File: src/rtl/parking_entry_scheduler_pkg.sv
// Shared types and constants for the two-lane parking entry scheduler.
package parking_pkg;

  typedef enum logic [1:0] {
    ST_IDLE    = 2'd0,
    ST_GRANTED = 2'd1,
    ST_OPEN    = 2'd2,
    ST_BLOCKED = 2'd3
  } state_t;

  localparam logic [15:0] DEF_PIN       = 16'h5990;
  localparam int          DEF_MAX_TRIES = 3;

  localparam int LANE_A = 0;
  localparam int LANE_B = 1;

endpackage

File: src/rtl/parking_rr_arbiter.sv
// Two-request round-robin arbiter; remembers the last lane that completed an entry.
module parking_rr_arbiter
  import parking_pkg::*;
(
  input  logic       i_clk,
  input  logic       i_rst_n,
  input  logic [1:0] i_req,
  input  logic       i_update,
  input  logic       i_lane,
  output logic [1:0] o_gnt
);

  logic r_last;

  always_ff @(posedge i_clk or negedge i_rst_n) begin
    if (!i_rst_n) begin
      r_last <= 1'(LANE_B);
    end else if (i_update) begin
      r_last <= i_lane;
    end
  end

  // On a tie the lane that did not enter last wins.
  always_comb begin
    o_gnt = 2'b00;
    case (i_req)
      2'b01:   o_gnt = 2'b01;
      2'b10:   o_gnt = 2'b10;
      2'b11:   o_gnt = (r_last == 1'(LANE_B)) ? 2'b01 : 2'b10;
      default: o_gnt = 2'b00;
    endcase
  end

endmodule

File: src/rtl/parking_entry_scheduler.sv
// Entry scheduler: arbitrates two lanes onto one PIN checker and barrier gate,
// runs the PIN-attempt sequence and tracks lot occupancy.
module parking_entry_scheduler
  import parking_pkg::*;
#(
  parameter logic [15:0] PIN       = DEF_PIN,
  parameter int          MAX_TRIES = DEF_MAX_TRIES,
  parameter int          CAPACITY  = 8,
  parameter int          CNT_W     = 4
) (
  input  logic             clk,
  input  logic             rst,
  input  logic [1:0]       vehicle_arrival,
  input  logic [15:0]      code_a,
  input  logic [15:0]      code_b,
  input  logic [1:0]       code_ack,
  input  logic [1:0]       vehicle_left,
  input  logic             vehicle_exit,
  output logic [1:0]       grant,
  output logic             gate_open,
  output logic             wrong_pin,
  output logic             block_alarm,
  output logic             lot_full,
  output logic [CNT_W-1:0] occupancy
);

  localparam int               TRY_W    = $clog2(MAX_TRIES + 1);
  localparam logic [TRY_W-1:0] LAST_TRY = TRY_W'(MAX_TRIES - 1);
  localparam logic [CNT_W-1:0] CAP      = CNT_W'(CAPACITY);

  state_t           r_state, w_state_nx;
  logic [1:0]       r_grant, w_grant_nx;
  logic             r_gate, w_gate_nx;
  logic             r_wrong, w_wrong_nx;
  logic             r_alarm, w_alarm_nx;
  logic [TRY_W-1:0] r_tries, w_tries_nx;
  logic [CNT_W-1:0] r_occ, w_occ_nx;
  logic [1:0]       r_ack_prev, r_left_prev;

  logic [1:0]  w_ack_rise, w_left_rise, w_req, w_pick;
  logic        w_full, w_entry, w_lane;
  logic        w_lane_arr, w_lane_ack, w_lane_left;
  logic [15:0] w_lane_code;

  assign w_ack_rise  = code_ack & ~r_ack_prev;
  assign w_left_rise = vehicle_left & ~r_left_prev;
  assign w_full      = (r_occ == CAP);

  assign w_lane      = r_grant[LANE_B];
  assign w_lane_arr  = vehicle_arrival[w_lane];
  assign w_lane_ack  = w_ack_rise[w_lane];
  assign w_lane_left = w_left_rise[w_lane];
  assign w_lane_code = w_lane ? code_b : code_a;

  // A full lot only gates new grants; lanes already in service finish.
  assign w_req = vehicle_arrival & {2{~w_full}};

  parking_rr_arbiter u_arb (
    .i_clk   (clk),
    .i_rst_n (rst),
    .i_req   (w_req),
    .i_update(w_entry),
    .i_lane  (w_lane),
    .o_gnt   (w_pick)
  );

  always_ff @(posedge clk or negedge rst) begin
    if (!rst) begin
      r_state     <= ST_IDLE;
      r_grant     <= 2'b00;
      r_gate      <= 1'b0;
      r_wrong     <= 1'b0;
      r_alarm     <= 1'b0;
      r_tries     <= '0;
      r_occ       <= '0;
      r_ack_prev  <= 2'b00;
      r_left_prev <= 2'b00;
    end else begin
      r_state     <= w_state_nx;
      r_grant     <= w_grant_nx;
      r_gate      <= w_gate_nx;
      r_wrong     <= w_wrong_nx;
      r_alarm     <= w_alarm_nx;
      r_tries     <= w_tries_nx;
      r_occ       <= w_occ_nx;
      r_ack_prev  <= code_ack;
      r_left_prev <= vehicle_left;
    end
  end

  always_comb begin
    w_state_nx = r_state;
    w_grant_nx = r_grant;
    w_gate_nx  = r_gate;
    w_wrong_nx = r_wrong;
    w_alarm_nx = r_alarm;
    w_tries_nx = r_tries;
    w_entry    = 1'b0;
    case (r_state)
      ST_IDLE: begin
        if (w_pick != 2'b00) begin
          w_state_nx = ST_GRANTED;
          w_grant_nx = w_pick;
          w_tries_nx = '0;
          w_wrong_nx = 1'b0;
        end
      end
      ST_GRANTED: begin
        // Withdrawal takes precedence over a simultaneous attempt.
        if (!w_lane_arr) begin
          w_state_nx = ST_IDLE;
          w_grant_nx = 2'b00;
          w_wrong_nx = 1'b0;
          w_tries_nx = '0;
        end else if (w_lane_ack) begin
          if (w_lane_code == PIN) begin
            w_state_nx = ST_OPEN;
            w_gate_nx  = 1'b1;
            w_wrong_nx = 1'b0;
            w_tries_nx = '0;
          end else if (r_tries == LAST_TRY) begin
            w_state_nx = ST_BLOCKED;
            w_alarm_nx = 1'b1;
            w_gate_nx  = 1'b0;
            w_wrong_nx = 1'b0;
          end else begin
            w_tries_nx = r_tries + 1'b1;
            w_wrong_nx = 1'b1;
          end
        end
      end
      ST_OPEN: begin
        if (w_lane_left) begin
          w_state_nx = ST_IDLE;
          w_gate_nx  = 1'b0;
          w_grant_nx = 2'b00;
          w_entry    = 1'b1;
        end
      end
      ST_BLOCKED: begin
        w_gate_nx  = 1'b0;
        w_alarm_nx = 1'b1;
      end
      default: begin
        w_state_nx = ST_IDLE;
        w_grant_nx = 2'b00;
        w_gate_nx  = 1'b0;
      end
    endcase
  end

  // Occupancy saturates at both ends; a simultaneous entry and exit cancel.
  always_comb begin
    w_occ_nx = r_occ;
    if (w_entry && !vehicle_exit) begin
      if (r_occ != CAP) w_occ_nx = r_occ + 1'b1;
    end else if (vehicle_exit && !w_entry) begin
      if (r_occ != '0) w_occ_nx = r_occ - 1'b1;
    end
  end

  assign grant       = r_grant;
  assign gate_open   = r_gate;
  assign wrong_pin   = r_wrong;
  assign block_alarm = r_alarm;
  assign lot_full    = w_full;
  assign occupancy   = r_occ;

endmodule

File: config.mk
export PLATFORM = sky130hd
export DESIGN_NAME = parking_entry_scheduler
export DESIGN_NICKNAME = d
export VERILOG_FILES = /design/src/rtl/parking_entry_scheduler_pkg.sv /design/src/rtl/parking_rr_arbiter.sv /design/src/rtl/parking_entry_scheduler.sv
export SDC_FILE = /design/constraint.sdc
export NUM_CORES = 1
export LEC_CHECK = 0
export ABC_CLOCK_PERIOD_IN_PS = 6600
export CAP_MARGIN = 20
export CORE_ASPECT_RATIO = 1.1
export CORE_MARGIN = 2
export CORE_UTILIZATION = 45
export DETAILED_ROUTE_END_ITERATION = 7
export PLACE_DENSITY_LB_ADDON = 0.25
export SLEW_MARGIN = 20
export SYNTH_ARGS = -nofsm -noshare
export SYNTH_HDL_FRONTEND = slang
export SYNTH_SLANG_ARGS = --single-unit
File: constraint.sdc
create_clock -name clk -period 6.6 [get_ports clk]
set_input_delay 0.99 -clock clk [delete_from_list [all_inputs] [get_ports clk]]
set_output_delay 0.99 -clock clk [all_outputs]
set_load 0.01 [all_outputs]
==> impl_metrics.tcl, run 1 <==
set metrics [dict create \
    outcome "complete, no violations" \
    ys.flop_type "dfrtp_1" \
    rr_worst_depth 11 \
    synthAdderAreaFrac_pct 9.979 \
    synth-seq-cells 18 \
    postRouteAntennaNets 0 \
    ios 51 \
    min_path_type "reg2reg" \
    crit_start "vehicle_left[0]" \
    drc 0 \
    critPathKind "in2reg" \
    setup_viol 0 \
    wirelength_um 2973 \
    yosysWarnings 0 \
    top_usage_layer "met2" \
    dp_worst_setup_slack_ns 3.347 \
    cts_buffer_depth 2 \
    diodes 0 \
    synthTopCellsByArea "dfrtp_1, ha_1, nand2_1" \
    rows 19 \
    place_congestion 0.8065 \
    maxSlewHeadroom_pct 46.37 \
    clk_latency_ns 0.31 \
    grt_pass1_vias 1211 \
    crit_path_top_delay_cell "clkdlybuf4s50_1" \
    r2r-start "grant[1]$_DFFE_PN0P_" \
    use_met2_pct 37.39 \
    antenna_found_initial 0 \
    worst_ep_arrival_time_ns 3.16 \
    synth_top_family_by_area "simple AND/OR/NAND/NOR gates" \
    start_kind "input pin" \
    grt_pass1_wl_um 4926 \
    die_x_um 53.31 \
    worst_pin_slew_ns 0.8020 \
    avgSynthCellArea_um2 10.03 \
    area_growth_pct 46.26 \
    critPathMaxFanout 4 \
    power.density_nw_per_um2 315.1 \
    use_met1_pct 22.04 \
    start_util_pct 47.77 \
    synth_cell_types 41 \
    timing.final.crit_share_pct 44.80 \
    p_leak_nw 0.7262 \
    rsz0062_at_grt "no" \
    clock_sinks 18 \
    via_count 1115 \
    hold_viol_final 0 \
    slowest_delay_ns 0.51 \
    fmaxAchievable_mhz 338.2 \
    dieArea_um2 3105 \
    final_max_slew_viol_count 0 \
    crit_path_end "occupancy[3]$_DFFE_PN0P_" \
    design.core.area_um2 2520 \
    synth_area_um2 1204 \
    min_period_ns 2.956 \
    tns_ns 0 \
    vias_per_cell 5.493 \
    fin_skew_ns 0.0009333 \
    synth_edf_count 0 \
    netlist_instances 120 \
    portBuffers 50 \
    clkTransAtPathRegs_ns 0.11 \
    r2r_slack_ns 4.19 \
    fin_nets 223 \
    vdd.ir_drop.worst_mv 0.2740 \
    root_buffer "clkbuf_4" \
    cts_hold_buf 0 \
    synthArstFlopShare_pct 100.0 \
    detail_route.iter0.violations 16 \
    cp_cell_sequence "clkdlybuf4s50_1, nand2b_1, o21ai_0, and2_1, ha_1, inv_1, ha_1, a21o_1, a21oi_1, xnor2_1, nand2_1, xnor2_1" \
    cts.htree.levels 1 \
    timing.final.ws_setup_ns 3.644 \
    numCtsBuffers 3 \
    grt_overflow_total 0 \
    r2r_end "occupancy[3]$_DFFE_PN0P_" \
    post_cts_buffers 0 \
    syn_nets 170 \
    wire_per_inst_um 14.65 \
    drive_above_1_share_pct 8.140 \
    use_met3_pct 6.959 \
    cts_resized 0 \
    cts_tree "done" \
    synth.largest_area_cell "dfrtp_1" \
    cp-end-kind "flop" \
    first_pass_iters 4 \
    synth-xor-area-share_pct 3.638 \
    die_h_um 58.24 \
    yosys.area_share.simple_pct 27.65 \
    dp_hpwl_um 2369 \
    ys_seq_area_share_pct 37.53 \
    drv_cap 0 \
    grt_max_degree 19 \
    synth_compound_area_share_pct 14.66 \
    synthMuxAreaShare_pct 2.183 \
    gr-usage-all-layers_pct 21.37 \
    cp.required_ns 6.81 \
    synth.top_cell.area_share_pct 35.34 \
]
[metrics by stage]
step                      cell area [µm²]  hold slack, ns  utilization [%]  cells  power (mW)
after floorplan                      1204          0.4701                -    120      0.3684
after global placement               1724          0.4645            68.42    199      0.4697
after detailed placement             1724          0.4704            68.42    199      0.4844
after CTS                            1760          0.4962            69.86    203      0.5583
after global routing                 1760          0.5417            69.86    203      0.6000
final                                1760          0.4887            69.86    203      0.5547
[area by class of cell]
cell class | instances | area, µm²
fill | 201 | 759.5
multi-input combinational | 91 | 699.4
timing repair buffer | 50 | 500.5
sequential | 18 | 451.7
tap | 31 | 38.79
clock buffer | 4 | 36.28
inverter | 9 | 33.78
[cells in the final DEF, fill, tap and decap left out, types with 2 or more instances in the layout]
cell type	count
a22o_1	2
xor2_1	2
a21oi_1	3
nand3_1	4
o211ai_1	3
nor4bb_1	3
ha_1	8
clkdlybuf4s50_1	50
inv_1	9
o22ai_1	2
o21ai_0	5
nand4b_1	2
clkbuf_4	3
nand2_1	11
nand4_1	4
xnor2_1	3
and2_1	2
nand2b_1	2
nand3b_1	5
nor2_1	9
a31oi_1	2
dfrtp_1	17
a21o_1	2
[worst max-delay path: cells and delay by family]
family                     cells  cell delay (ns)
and+or+nand+nor                3             0.33
adders and majority gates      2             0.49
xor gates and xnor gates       2             0.27
buffers and inverters          2             0.62
AOI/OAI and AO/OA              3             0.47
[cells in the mapped netlist, types with 2 or more instances]
library cell  instances
nor2_1                9
inv_1                 9
nand4b_1              2
o21ai_0               5
xnor2_1               3
nand3b_1              5
nand3_1               4
and2_1                2
nand4_1               4
a21o_1                2
nand2_1              11
xor2_1                2
o211ai_1              3
dfrtp_1              17
o22ai_1               2
nand2b_1              2
a31oi_1               2
a22o_1                2
a21oi_1               3
ha_1                  8
nor4bb_1              3
[where the power goes]
part / internal (mW) / switching [mW]
registers: 0.145 / 0.0428
clock network: 0.0338 / 0.0377
logic: 0.161 / 0.135
[routing by layer]
metal | wire length [µm] | part of all wire (%)
met5 | 0 | 0
met4 | 52 | 1.7
met3 | 384 | 13
met2 | 1354 | 46
met1 | 1182 | 40
[kinds of logic (layout without fill, tap and decap cells)]
family | Yosys count | count (layout)
and+or+nand+nor | 51 | 51
xor gates and xnor gates | 5 | 5
DFF | 18 | 18
adders and majority gates | 9 | 9
AOI/OAI and AO/OA | 24 | 24
muxes | 2 | 2
buffers and inverters | 11 | 63
[state kept, by name, summed over array words and instances, names as in the netlist, 2 cells and up]
register	count
r_left_prev	2
r_ack_prev	2
r_tries	2
grant	2
r_state	2
occupancy	4
[how the worst min path moves through the flow]
stage	startpoint	to	slack (ns)	depth (start not counted)
5_1_grt	r_tries[1]$_DFFE_PN0P_	r_tries[1]$_DFFE_PN0P_	0.54	1
3_3_place_gp	wrong_pin$_DFFE_PN0P_	wrong_pin$_DFFE_PN0P_	0.46	1
3_5_place_dp	grant[0]$_DFFE_PN0P_	grant[0]$_DFFE_PN0P_	0.47	2
2_1_floorplan	r_tries[1]$_DFFE_PN0P_	r_tries[1]$_DFFE_PN0P_	0.47	1
4_1_cts	grant[0]$_DFFE_PN0P_	grant[0]$_DFFE_PN0P_	0.50	2
6_report	grant[0]$_DFFE_PN0P_	grant[0]$_DFFE_PN0P_	0.49	2
(Power assumes the default switching activity.)
==> run 2: changes to the inputs <==
- ABC_CLOCK_PERIOD_IN_PS: 6600 -> 2590
- CORE_UTILIZATION: 45 -> 38
- clock period: 6.6 -> 2.59 ns (I/O delays scaled with it)
==> run 2 against run 1 <==
Compared with the run above:
- worst setup slack worse by 3.4 ns
- die area up 17%
- design area up 0.50%
- cell count up 2.5%
- flip-flop and latch count is the same
- register-to-register slack got worse by 3.9 ns
- global-route usage is 3.8 points lower
- non-clock buffer count grew 2
- clock power increased by 110%
- power rose to 2.5 times the previous value
- critical path depth unchanged
- largest power group unchanged
- highest routed layer unchanged
==> impl_metrics.tcl, run 2 (same netlist as run 1, synthesis figures left out) <==
set metrics [dict create \
    outcome "complete, no violations" \
    first_pass_iters 4 \
    setup_viol 0 \
    utilization_pct 58.05 \
    die_x_um 57.66 \
    place_congestion 0.8205 \
    wirelength_um 2952 \
    wire_per_inst_um 14.19 \
    instances_no_fill 208 \
    dp_hpwl_um 2294 \
    dp_cells 204 \
    start_util_pct 39.49 \
    numCtsBuffers 3 \
    worst_ep_arrival_time_ns 2.55 \
    rows 21 \
    timing.final.crit_share_pct 90.68 \
    critPathMaxFanout 4 \
    rsz0062_at_grt "no" \
    place_area_um2 1743 \
    diodes 0 \
    min_period_ns 2.349 \
    fin_nets 225 \
    p_seq_share_pct 33.7 \
    layout_commonest_cell "clkdlybuf4s50_1" \
    dieArea_um2 3634 \
    drv_cap 0 \
    power.density_nw_per_um2 784.1 \
    p_int_mw 0.8437 \
    vias_per_cell 5.346 \
    clkTransAtPathRegs_ns 0.10 \
    fin_area_um2 1769 \
    grt_pass1_vias 1132 \
    final_max_slew_viol_count 0 \
    via_count 1112 \
    portBuffers 50 \
    cp.required_ns 2.79 \
    min_path_type "reg2reg" \
    antenna_found_initial 0 \
    ios 51 \
    p_total_mw 1.387 \
    grt_overflow_total 0 \
    clkPwrFrac_pct 10.9 \
    cts_buffer_depth 2 \
    maxSlewHeadroom_pct 45.52 \
    fmaxAchievable_mhz 425.8 \
    tns_ns 0 \
    clk_latency_ns 0.30 \
    largest_reg_flops 4 \
    vdd.ir_drop.worst_mv 0.5815 \
    cp-end-kind "flop" \
    most-common-layout-cells "clkdlybuf4s50_1, dfrtp_1, nand2_1" \
    die_h_um 63.03 \
    combPwrFrac_pct 55.3 \
    worst_pin_slew_ns 0.8146 \
    cts_tree "done" \
    drc 0 \
    critPathKind "in2reg" \
    design.core.area_um2 3048 \
    grt_max_degree 19 \
    fin_skew_ns 0.002902 \
    cts_resized 0 \
    start_kind "input pin" \
    grt_pass1_wl_um 5057 \
    p_leak_nw 0.7309 \
    drive_above_1_share_pct 8.621 \
    area_growth_pct 46.99 \
    postRouteAntennaNets 0 \
    post_cts_buffers 0 \
    clock_sinks 18 \
    power.share.switching_pct 39.18 \
    detail_route.iter0.violations 28 \
    gr-usage-all-layers_pct 17.60 \
    cts.htree.levels 1 \
    root_buffer "clkbuf_4" \
    cts_hold_buf 0 \
    hold_viol_final 0 \
    p_sw_mw 0.5436 \
]
-- run 2: changes by cell type in the layout (fill, tap and decap cells not counted) --
cell	before	now
buf_4	0	2
clkbuf_1	0	1
clkbuf_8	1	0
-- run 2: final cells by class --
type | count | area (µm²)
Fill cell | 284 | 1279
Tap cell | 34 | 42.54
Clock buffer | 4 | 26.28
Inverter | 9 | 33.78
Multi-Input combinational cell | 91 | 699.4
Timing Repair Buffer | 52 | 515.5
Sequential cell | 18 | 451.7
-- run 2: routing by layer --
metal,up-vias,GRT usage [%],part of all wire (%)
met4,0,6.977,1.7
met5,-,0,0
met1,501,22.60,42
met3,5,4.141,11
li1,547,-,-
met2,59,28.13,45
-- run 2: power groups by stage --
stage | Clock [mW] | Combinational, mW | Sequential [mW]
6_report | 0.151 | 0.768 | 0.468
5_1_grt | 0.172 | 0.856 | 0.483
4_1_cts | 0.154 | 0.771 | 0.468
3_5_place_dp | 0 | 0.761 | 0.472
3_3_place_gp | 0 | 0.747 | 0.468
2_1_floorplan | 0 | 0.460 | 0.479
-- run 2: worst paths after layout --
kind                                        start                       end  slack (ns)  depth (start not counted)
max                               vehicle_left[0]  occupancy[3]$_DFFE_PN0P_        0.24                         12
min                         wrong_pin$_DFFE_PN0P_     wrong_pin$_DFFE_PN0P_        0.50                          1
max reg2reg                r_state[0]$_DFFE_PN0P_  occupancy[3]$_DFFE_PN0P_        0.29                         11
min reg2reg                 wrong_pin$_DFFE_PN0P_     wrong_pin$_DFFE_PN0P_        0.50                          1
max in group asynchronous                     rst   r_ack_prev[1]$_DFF_PN0_        1.54                          1
min in group asynchronous                     rst      grant[0]$_DFFE_PN0P_        0.55                          1
-- run 2: per-stage QoR --
step / worst slack, ns / hold slack [ns]
finish: 0.2414 / 0.5039
global route: 0.1065 / 0.5220
CTS: 0.2589 / 0.5074
detailed placement: -0.06558 / 0.4698
global placement: 0.02175 / 0.4618
floorplan: 0.4403 / 0.09291
-- run 2: critical path, stage by stage --
cell,delay [ns]
clkdlybuf4s50_1,0.50
nand2b_1,0.08
o21ai_0,0.13
and2_1,0.15
ha_1,0.17
inv_1,0.11
ha_1,0.29
a21o_1,0.18
a21oi_1,0.19
xnor2_1,0.14
nand2_1,0.08
xnor2_1,0.14
==> run 3: changes to the inputs <==
- CTS_BUF_LIST: default -> sky130_fd_sc_hd__clkbuf_4 sky130_fd_sc_hd__clkbuf_8 sky130_fd_sc_hd__clkbuf_16
==> run 3 against run 2 <==
Compared with the run above:
- sequential power about the same
- power grew 0.64%
- highest routed layer unchanged
- hold slack better by 0.0017 ns
==> impl_metrics.tcl, run 3 (same netlist as run 1, synthesis figures left out) <==
set metrics [dict create \
    grt_pass1_wl_um 5085 \
    post_cts_buffers 0 \
    numCtsBuffers 3 \
    largest_reg_flops 4 \
    fmaxAchievable_mhz 426.0 \
    clkTransAtPathRegs_ns 0.10 \
    most-common-layout-cells "clkdlybuf4s50_1, dfrtp_1, nand2_1" \
    cp.required_ns 2.79 \
    crit_buf_inv 2 \
    ios 51 \
    dp_hpwl_um 2294 \
    r2r_slack_ns 0.29 \
    dp_worst_setup_slack_ns -0.06558 \
    layout_commonest_cell "clkdlybuf4s50_1" \
    vias_per_cell 5.327 \
    portBuffers 50 \
    final_max_slew_viol_count 0 \
    antenna_found_initial 0 \
    clk_latency_ns 0.30 \
    grt_max_degree 19 \
    combPwrFrac_pct 54.9 \
    cts_buffer_depth 2 \
    wirelength_um 2975 \
    cts_hold_buf 0 \
    dieArea_um2 3634 \
    hold_viol_final 0 \
    cp-end-kind "flop" \
    p_seq_share_pct 33.5 \
    critPathTopFamily "buffers and inverters" \
    clkPwrFrac_pct 11.6 \
    utilization_pct 58.17 \
    drc 0 \
    start_kind "input pin" \
    vdd.ir_drop.worst_mv 0.5824 \
    place_congestion 0.8205 \
    cp.depth 12 \
    diodes 0 \
    power.density_nw_per_um2 787.5 \
    cts.htree.levels 1 \
    area_growth_pct 47.30 \
    power.share.switching_pct 38.90 \
    first_pass_iters 4 \
    worst_pin_slew_ns 0.8308 \
    rsz0062_at_grt "no" \
    root_buffer "clkbuf_4" \
    design.core.area_um2 3048 \
    final.fill_count 286 \
    maxSlewHeadroom_pct 44.44 \
    p_total_mw 1.396 \
    die_x_um 57.66 \
    setup_viol 0 \
    rows 21 \
    cts_resized 0 \
    drive_above_1_share_pct 9.195 \
    drv_cap 0 \
    grt_pass1_vias 1145 \
    fin_skew_ns 0.003814 \
    place_area_um2 1743 \
    multi_input_area_um2 699.4 \
    rr_worst_depth 11 \
    crit_path_top_delay_cell "clkdlybuf4s50_1" \
    dp_cells 204 \
    worst_ep_arrival_time_ns 2.55 \
    cp_cell_sequence "clkdlybuf4s50_1, nand2b_1, o21ai_0, and2_1, ha_1, inv_1, ha_1, a21o_1, a21oi_1, xnor2_1, nand2_1, xnor2_1" \
    fin_nets 225 \
    hold_path_depth 2 \
    cts_tree "done" \
    min_path_type "reg2reg" \
    grt_overflow_total 0 \
    p_leak_nw 0.7343 \
    holdWs_ns 0.5056 \
    tns_ns 0 \
    critPathMaxFanout 4 \
    ff_latch_area_um2 451.7 \
    fin_area_um2 1773 \
    timing.final.ws_setup_ns 0.2424 \
    wire_per_inst_um 14.30 \
    start_util_pct 39.49 \
    clock_sinks 18 \
    min_period_ns 2.348 \
    slowest_delay_ns 0.50 \
    postRouteAntennaNets 0 \
    instances_no_fill 208 \
    critPathKind "in2reg" \
    timing.final.crit_share_pct 90.64 \
    die_h_um 63.03 \
    outcome "complete, no violations" \
    detail_route.iter0.violations 31 \
    p_int_mw 0.8531 \
    via_count 1108 \
    gr-usage-all-layers_pct 17.68 \
    p_sw_mw 0.5430 \
]
## run 3: power groups by stage
stage | clock (mW) | combinational [mW] | sequential, mW
after global routing | 0.184 | 0.855 | 0.483
after global placement | 0 | 0.747 | 0.468
final | 0.162 | 0.766 | 0.468
after floorplan | 0 | 0.460 | 0.479
after CTS | 0.165 | 0.773 | 0.468
after detailed placement | 0 | 0.761 | 0.472
## run 3: path summary, 6_finish.rpt
| check | from | end |
|---|---|---|
| hold reg to reg | grant[0]$_DFFE_PN0P_ | grant[0]$_DFFE_PN0P_ |
| min in group asynchronous | rst | grant[0]$_DFFE_PN0P_ |
| hold / removal | grant[0]$_DFFE_PN0P_ | grant[0]$_DFFE_PN0P_ |
| setup / recovery | vehicle_left[0] | occupancy[3]$_DFFE_PN0P_ |
| setup reg to reg | r_state[0]$_DFFE_PN0P_ | occupancy[3]$_DFFE_PN0P_ |
| max in group asynchronous | rst | r_ack_prev[1]$_DFF_PN0_ |
## run 3: layer usage
layer	wire length [µm]	vias to the layer above	global-route usage (%)
met5	0	-	0
met4	49	0	6.977
met3	319	5	4.141
met2	1358	55	28.98
met1	1248	501	22.08
li1	-	547	-
## run 3: area by class of cell
type / count / share of cell area (%)
Multi-Input combinational cell: 91 / 39.45
Timing Repair Buffer: 52 / 29.08
Sequential cell: 18 / 25.48
Tap cell: 34 / 2.399
Inverter: 9 / 1.905
Clock buffer: 4 / 1.694
## run 3: worst min-delay path, stage by stage (launching register included)
cell     delay [ns]
dfrtp_1        0.36
nand2_1        0.05
o21ai_0        0.06
